### src/rtl/ex_stage.sv
// uP16 execute stage: single-cycle ALU, iterative shift-add multiplier,
// memory-stage request drive and the EX/MEM pipeline register.
module ex_stage #(
   parameter int DSIZE = 16,
   parameter int MADDR = 10,
   parameter int RSIZE = 4
) (
   input  logic             Clk,
   input  logic             Rst,
   input  logic             valid_in,
   input  logic             flush,
   input  logic [3:0]       aluOp,
   input  logic [DSIZE-1:0] operandA,
   input  logic [DSIZE-1:0] operandB,
   input  logic [DSIZE-1:0] storeData,
   input  logic             memWriteEnab_in,
   input  logic             memEnab_in,
   input  logic             sel_mem2reg_in,
   input  logic             regWrite_in,
   input  logic [RSIZE-1:0] writeReg_in,
   output logic [DSIZE-1:0] ALUResult,
   output logic [MADDR-1:0] ALUResult_mem,
   output logic [DSIZE-1:0] readData1,
   output logic             memWriteEnab,
   output logic             memEnab,
   output logic             sel_mem2reg,
   output logic             regWrite,
   output logic [RSIZE-1:0] writeReg,
   output logic             zeroFlag,
   output logic             stall
);

   localparam int         CW     = $clog2(DSIZE);
   localparam logic [3:0] OP_MUL = 4'd9;

   typedef enum logic [1:0] {S_IDLE, S_BUSY, S_DONE} state_t;

   typedef struct packed {
      logic [DSIZE-1:0] alu;
      logic             zero;
      logic             sel_mem2reg;
      logic             regWrite;
      logic [RSIZE-1:0] writeReg;
   } exmem_t;

   state_t           r_state, w_state_nxt;
   logic [DSIZE-1:0] r_mA, r_mB, r_acc;
   logic [CW-1:0]    r_cnt;
   exmem_t           r_exmem;

   logic             w_live, w_is_mul, w_start, w_stall;
   logic [DSIZE-1:0] w_alu;

   assign w_live   = valid_in & ~flush;
   assign w_is_mul = (aluOp == OP_MUL);

   always_comb begin
      w_alu = '0;
      case (aluOp)
         4'd0:    w_alu = operandA + operandB;
         4'd1:    w_alu = operandA - operandB;
         4'd2:    w_alu = operandA & operandB;
         4'd3:    w_alu = operandA | operandB;
         4'd4:    w_alu = operandA ^ operandB;
         4'd5:    w_alu = ~operandA;
         4'd6:    w_alu = operandA << operandB[3:0];
         4'd7:    w_alu = operandA >> operandB[3:0];
         4'd8:    w_alu = $signed(operandA) >>> operandB[3:0];
         4'd9:    w_alu = r_acc;
         4'd10:   w_alu = operandB;
         default: w_alu = '0;
      endcase
   end

   // Flush wins over an in-flight multiply: stall drops in the same cycle.
   always_comb begin
      w_state_nxt = r_state;
      w_stall     = 1'b0;
      w_start     = 1'b0;
      case (r_state)
         S_IDLE: begin
            if (w_live && w_is_mul) begin
               w_start     = 1'b1;
               w_stall     = 1'b1;
               w_state_nxt = S_BUSY;
            end
         end
         S_BUSY: begin
            if (flush) begin
               w_state_nxt = S_IDLE;
            end else begin
               w_stall = 1'b1;
               if (r_cnt == CW'(DSIZE-1)) w_state_nxt = S_DONE;
            end
         end
         S_DONE:  w_state_nxt = S_IDLE;
         default: w_state_nxt = S_IDLE;
      endcase
   end

   always_ff @(posedge Clk) begin
      if (Rst) begin
         r_state <= S_IDLE;
         r_mA    <= '0;
         r_mB    <= '0;
         r_acc   <= '0;
         r_cnt   <= '0;
      end else begin
         r_state <= w_state_nxt;
         if (w_start) begin
            r_mA  <= operandA;
            r_mB  <= operandB;
            r_acc <= '0;
            r_cnt <= '0;
         end else if (r_state == S_BUSY) begin
            if (r_mB[0]) r_acc <= r_acc + r_mA;
            r_mA  <= r_mA << 1;
            r_mB  <= r_mB >> 1;
            r_cnt <= r_cnt + 1'b1;
         end
      end
   end

   // While stalled only the control bits are killed; data fields hold.
   always_ff @(posedge Clk) begin
      if (Rst) begin
         r_exmem <= '0;
      end else if (w_stall) begin
         r_exmem.regWrite    <= 1'b0;
         r_exmem.sel_mem2reg <= 1'b0;
      end else begin
         r_exmem.alu         <= w_alu;
         r_exmem.zero        <= (w_alu == '0);
         r_exmem.sel_mem2reg <= sel_mem2reg_in & w_live;
         r_exmem.regWrite    <= regWrite_in & w_live;
         r_exmem.writeReg    <= writeReg_in;
      end
   end

   assign ALUResult     = r_exmem.alu;
   assign zeroFlag      = r_exmem.zero;
   assign sel_mem2reg   = r_exmem.sel_mem2reg;
   assign regWrite      = r_exmem.regWrite;
   assign writeReg      = r_exmem.writeReg;

   assign ALUResult_mem = w_alu[MADDR-1:0];
   assign readData1     = storeData;
   assign memEnab       = w_live & memEnab_in & ~w_is_mul;
   assign memWriteEnab  = memEnab & memWriteEnab_in;
   assign stall         = w_stall;

endmodule

### config.mk
export PLATFORM = sky130hd
export DESIGN_NAME = ex_stage
export DESIGN_NICKNAME = d
export VERILOG_FILES = /design/src/rtl/ex_stage.sv
export SDC_FILE = /design/constraint.sdc
export NUM_CORES = 1
export LEC_CHECK = 0
export BUFFER_PORTS_ARGS = -buffer_cell sky130_fd_sc_hd__buf_2
export CAP_MARGIN = 20
export CORE_MARGIN = 3
export CORE_UTILIZATION = 31
export DETAILED_ROUTE_END_ITERATION = 12
export GPL_TIMING_DRIVEN = 0
export PLACE_DENSITY = 0.57
export SLEW_MARGIN = 20
export SYNTH_ARGS = -nofsm -noshare
export SYNTH_HDL_FRONTEND = slang
export SYNTH_SLANG_ARGS = --single-unit
### constraint.sdc
create_clock -name Clk -period 5.4 [get_ports Clk]
set_input_delay 0.27 -clock Clk [delete_from_list [all_inputs] [get_ports Clk]]
set_output_delay 0.27 -clock Clk [all_outputs]
set_load 0.01 [all_outputs]
==> Word-level counts from Yosys, hierarchy flattened <==
Cells that the tools add are included.
{ "op_classes": {"add_sub_neg": 4, "n_eq_ne": 14, "shifts": 3, "n_mux": 13, "bitwise": 12, "reduce_logical": 9} }
{ "ops": {"columns": ["cell", "count"], "rows": [
  ["$pmux W16 S11", 1],
  ["$mux W16", 4],
  ["$add A16 B16 Y16", 2],
  ["$and A16 B16 Y16", 1],
  ["$eq A4 B3 Y1 const B", 4],
  ["$eq A4 B4 Y1 const B", 4],
  ["$logic_not A16 Y1", 1],
  ["$not A16 Y16", 1],
  ["$or A16 B16 Y16", 1],
  ["$shl A16 B4 Y16", 1],
  ["$shr A16 B4 Y16", 1],
  ["$sshr A16 B4 Y16", 1],
  ["$sub A16 B16 Y16", 1],
  ["$xor A16 B16 Y16", 1],
  ["$eq A4 B2 Y1 const B", 2],
  ["$and A1 B1 Y1", 6],
  ["$mux W2", 3],
  ["$add A4 B1 Y4 const B", 1],
  ["$eq A4 B1 Y1 const B", 1],
  ["$logic_not A4 Y1", 1],
  ["$pmux W2 S2", 1],
  ["$reduce_and A2 Y1", 2],
  ["$reduce_or A2 Y1", 2],
  ["$mux W1", 3],
  ["8 further kinds", 9]
]} }
{ "totals": {"ff_bits": 77, "input_bits": 64, "wordCells": 65} }

==> Longest topological paths before layout <==
{ "depth": {"depth_word": 6, "ltp_mapped": 19, "ltp_nobuf": 16} }

==> Worst setup path before layout <==
OpenSTA, ideal clock, no wires.
{ "synth_timing": {"path_kind": "input port to flip-flop", "startpoint": "input port aluOp[3]", "endpoint": "register r_exmem (netlist bit zeroFlag)", "setup_time_ns": 0.069, "arrival_time_ns": 3.695, "t_required_ns": 5.331, "slack_ns": 1.636, "cell_stages": 18, "cell_sequence": "buf_2 -> buf_4 -> buf_2 -> clkbuf_1 -> or3_1 -> clkbuf_1 -> o21ai_0 -> inv_1 -> ha_1 -> nor2b_1 -> o2111a_1 -> o31a_1 -> a31oi_1 -> mux2i_1 -> o2111ai_1 -> nor4_1 -> nand4_1 -> o21ai_1"} }
{ "synth_between": {"elab_chain_len": 4, "elab_cells_between_ends": 16, "cone_classes": "10 x eq/ne; 3 x mux; 3 x reduce/logical"} }
{ "synth_lines": {"columns": ["item", "line_no", "text"], "rows": [
  ["start: declaration", "12", "input logic [3:0] aluOp,"],
  ["branches (longest 4 deep; another with $pmux W16 S11)", null, null],
  ["end: declaration", "49", "exmem_t r_exmem;"]
]} }
Several ways; the timed one is not identified.
A chain may end at the register's enable or synchronous reset.

==> Final worst setup path <==
{ "layout_timing": {"startpoint": "input port aluOp[3]", "endpoint": "output port ALUResult_mem[1]"} }
{ "layout_between": {"elab_chain_len": 2, "elab_cells_between_ends": 12, "cone_classes": "10 x eq/ne; 1 x mux; 1 x reduce/logical"} }
{ "layout_lines": {"columns": ["item", "line_no", "text"], "rows": [
  ["$eq A4 B4 Y1 (tied with other cells)", "59", "case (aluOp)"],
  ["$pmux W16 S11 (*)", "59", null],
  ["end: declaration", "22", "output logic [MADDR-1:0] ALUResult_mem,"]
]} }
Every way passes the cells marked *; elsewhere a longest branch is shown, timed or not.

==> results.toml <==
[synthesis]
synth_top_area_share_pct = 19.4
yosysUniqueCellTypes = 91
synth-seq-cells = 77
synth_common_cells = "117 x nand2_1, 98 x nor2_1, 86 x a21oi_1"
synth_area_leaders = "dfxtp_1 19%, ha_1 10%, nand2_1 5.5%"
avgSynthCellArea_sq_um = 7.72
syn-num-nets = 1161
synth_edf_count = 0
netlist_area_sq_um = 7950
yosysWarnings = 0
seq_area_frac_synth_pct = 19.4
synth_most_common_cell = "nand2_1"
ys_dominant_reg_cell = "dfxtp_1"
syn_inst = 1030
async_flop_share_pct = 0
synth_area_leader_cell = "dfxtp_1"

[detailed_routing]
vias_per_cell = 5.82
routed-wl-met3_um = 2790
avgRoutedWirePerCell_um = 21.8
top_layer = "met4"
vias = 8548
drc = 0
drtAntennaViolNets = 0
drt-total-wl_um = 32000
drt_iter0_markers = 837
wl_met1_um = 13100
firstDrtPassIters = 5
wl_met2_um = 14700

[job]
cap_violations = 0

[finish]
nets = 1270
seq_area_sq_um = 1540
fin_util_pct = 36.9
drive_gt1_share_pct = 18.4
num-fill-cells = 2636
layout-area-overhead-vs-synth_pct = 14.7
diodes = 0
multi_input_area_sq_um = 5660

[die]
num_rows = 57
start_util_pct = 32.1
core_sq_um = 24700
die_area_sq_um = 27600
die_x_um = 166
die_h_um = 166
num_io_pins = 116

[timing]
period_share_pct = 92.6
final-setup-viol-count = 0
hold_viol = 0
fin_crit_ns = 5.00
max_freq_mhz = 200
setup_tns_ns = 0
slew_headroom_pct = 33.0
tightest_slew_ns = 0.997
finClkSkew_ns = 0.0129
finalMaxSlewViolations = 0
rsz0062_at_grt = "no"

[power_and_ir_drop]
p_leak_nw = 3.78
vdd_drop_max_v = 0.000122
powerDensity_nw_per_um2 = 192

[placed_design]
place_congestion = 0.984
port_buffers = 98
dpl.hpwl_um = 25000

[setup_path]
worstSetupStartpointType = "primary input"
cp.required_ns = 5.13
worst-path-max-fanout = 10
critPathArrivalTime_ns = 4.73
r2r-start = "r_mA[0]"
r2r_slack_ns = 2.47
crit_type = "primary input to output pin"
r2r_end = "r_acc[14]"
r2r_cells = 12
end_kind = "output pin"

[grt]
grt_first_pass_wirelength_um = 48800
antenna_found_initial = 0
grt_start_max_net_pins = 14
grt_pass1_vias = 8122
track_usage_pct = 22.4
grt.overflow.total = 0

[cts]
cts_hold_buffers = 0
cts-root-buf = "clkbuf_16"
post_cts_buffers = 0
cts_tree = "done"
cts_buffers = 9
clk_latency_ns = 0.35
post_cts_resized = 0
path_clk_slew_ns = 0.06
cts_sinks = 77
clk_path_buf_depth = 2
htree_levels = 3

[min_path]
min_path_type = "primary input to flip-flop"
min_to = "r_state[1]"
worstHoldPathCells = 2
hold_start = "flush"

[run_status]
status = "completed"
[critical path, stage by stage]
cell and delay [ns]:
buf_2 0.08, buf_2 0.21, buf_4 0.25, buf_2 0.29
clkbuf_1 0.48, or3_1 0.19, clkbuf_1 0.35, o21ai_0 0.23
fa_1 0.58, nor2_1 0.05, a311oi_1 0.25, a211oi_1 0.08
a221oi_1 0.61, o311ai_1 0.44, buf_4 0.25, buf_2 0.13
[sequential cells by signal (all words and copies together), names as in the netlist]
signal,cells
ALUResult,16
r_acc,16
r_mA,16
r_mB,16
r_cnt,4
writeReg,4
r_state,2
regWrite,1
sel_mem2reg,1
zeroFlag,1
[per-stage QoR]
step / instances / instance area, sq um / worst slack, ns / power, mW / hold slack (ns)
2_1_floorplan: 1030 / 7950 / 1.64 / 0.978 / 0.348
3_3_place_gp: 1452 / 8850 / 0.313 / 1.18 / 0.441
3_5_place_dp: 1452 / 8850 / 0.388 / 1.18 / 0.446
4_1_cts: 1468 / 9120 / 0.636 / 1.75 / 0.106
5_1_grt: 1468 / 9120 / 0.298 / 1.83 / 0.124
6_report: 1468 / 9120 / 0.402 / 1.75 / 0.116
[worst max-delay path by stage]
stage | start | endpoint | slack [ns] | cells after the start
3_3_place_gp | aluOp[3] | zeroFlag | 0.31 | 17
3_5_place_dp | aluOp[3] | zeroFlag | 0.39 | 20
4_1_cts | aluOp[3] | ALUResult_mem[1] | 0.64 | 16
5_1_grt | aluOp[3] | ALUResult_mem[1] | 0.30 | 16
2_1_floorplan | aluOp[3] | zeroFlag | 1.64 | 18
6_report | aluOp[3] | ALUResult_mem[1] | 0.40 | 16
[layout make-up]
cell class                      instances  share of cell area (%)
Clock inverter                          5                   0.384
Sequential cell                        77                    16.9
Inverter                               48                    1.98
Tap cell                              324                    4.44
Timing Repair Buffer                   98                    5.38
Buffer                                103                    6.34
Multi-Input combinational cell        802                    62.0
Clock buffer                           11                    2.55
[placed cells by master (no fill, tap or decap), types with 27 or more instances in the layout]
master    Yosys  final
a21oi_1      86     86
a22oi_1      32     32
buf_2        13    111
buf_4        32     32
clkbuf_1     48     50
dfxtp_1      77     77
ha_1         65     65
inv_1        45     45
nand2_1     117    117
nor2_1       98     98
nor3_1       32     31
o21ai_0      37     37
xnor2_1      27     27
[cell families after synthesis]
logic type / share of synthesized area [%]
AO/OA/AOI/OAI: 26.1
flip-flops: 19.4
buffers and inverters: 9.53
multiplexers: 9.20
AND/OR/NAND/NOR: 21.2
XOR/XNOR: 3.85
adder cells (fa/ha/maj): 10.7
[power breakdown]
group | switching (mW) | internal (mW)
combinational | 0.363 | 0.230
clock | 0.251 | 0.312
sequential | 0.00780 | 0.583
total | 0.622 | 1.13
[layer usage]
metal,global-route usage [%],up-vias
met5,0,-
met4,9.04,0
met3,4.98,89
met2,36.8,454
met1,28.5,4025
li1,-,3980
(Power assumes the default switching activity.)
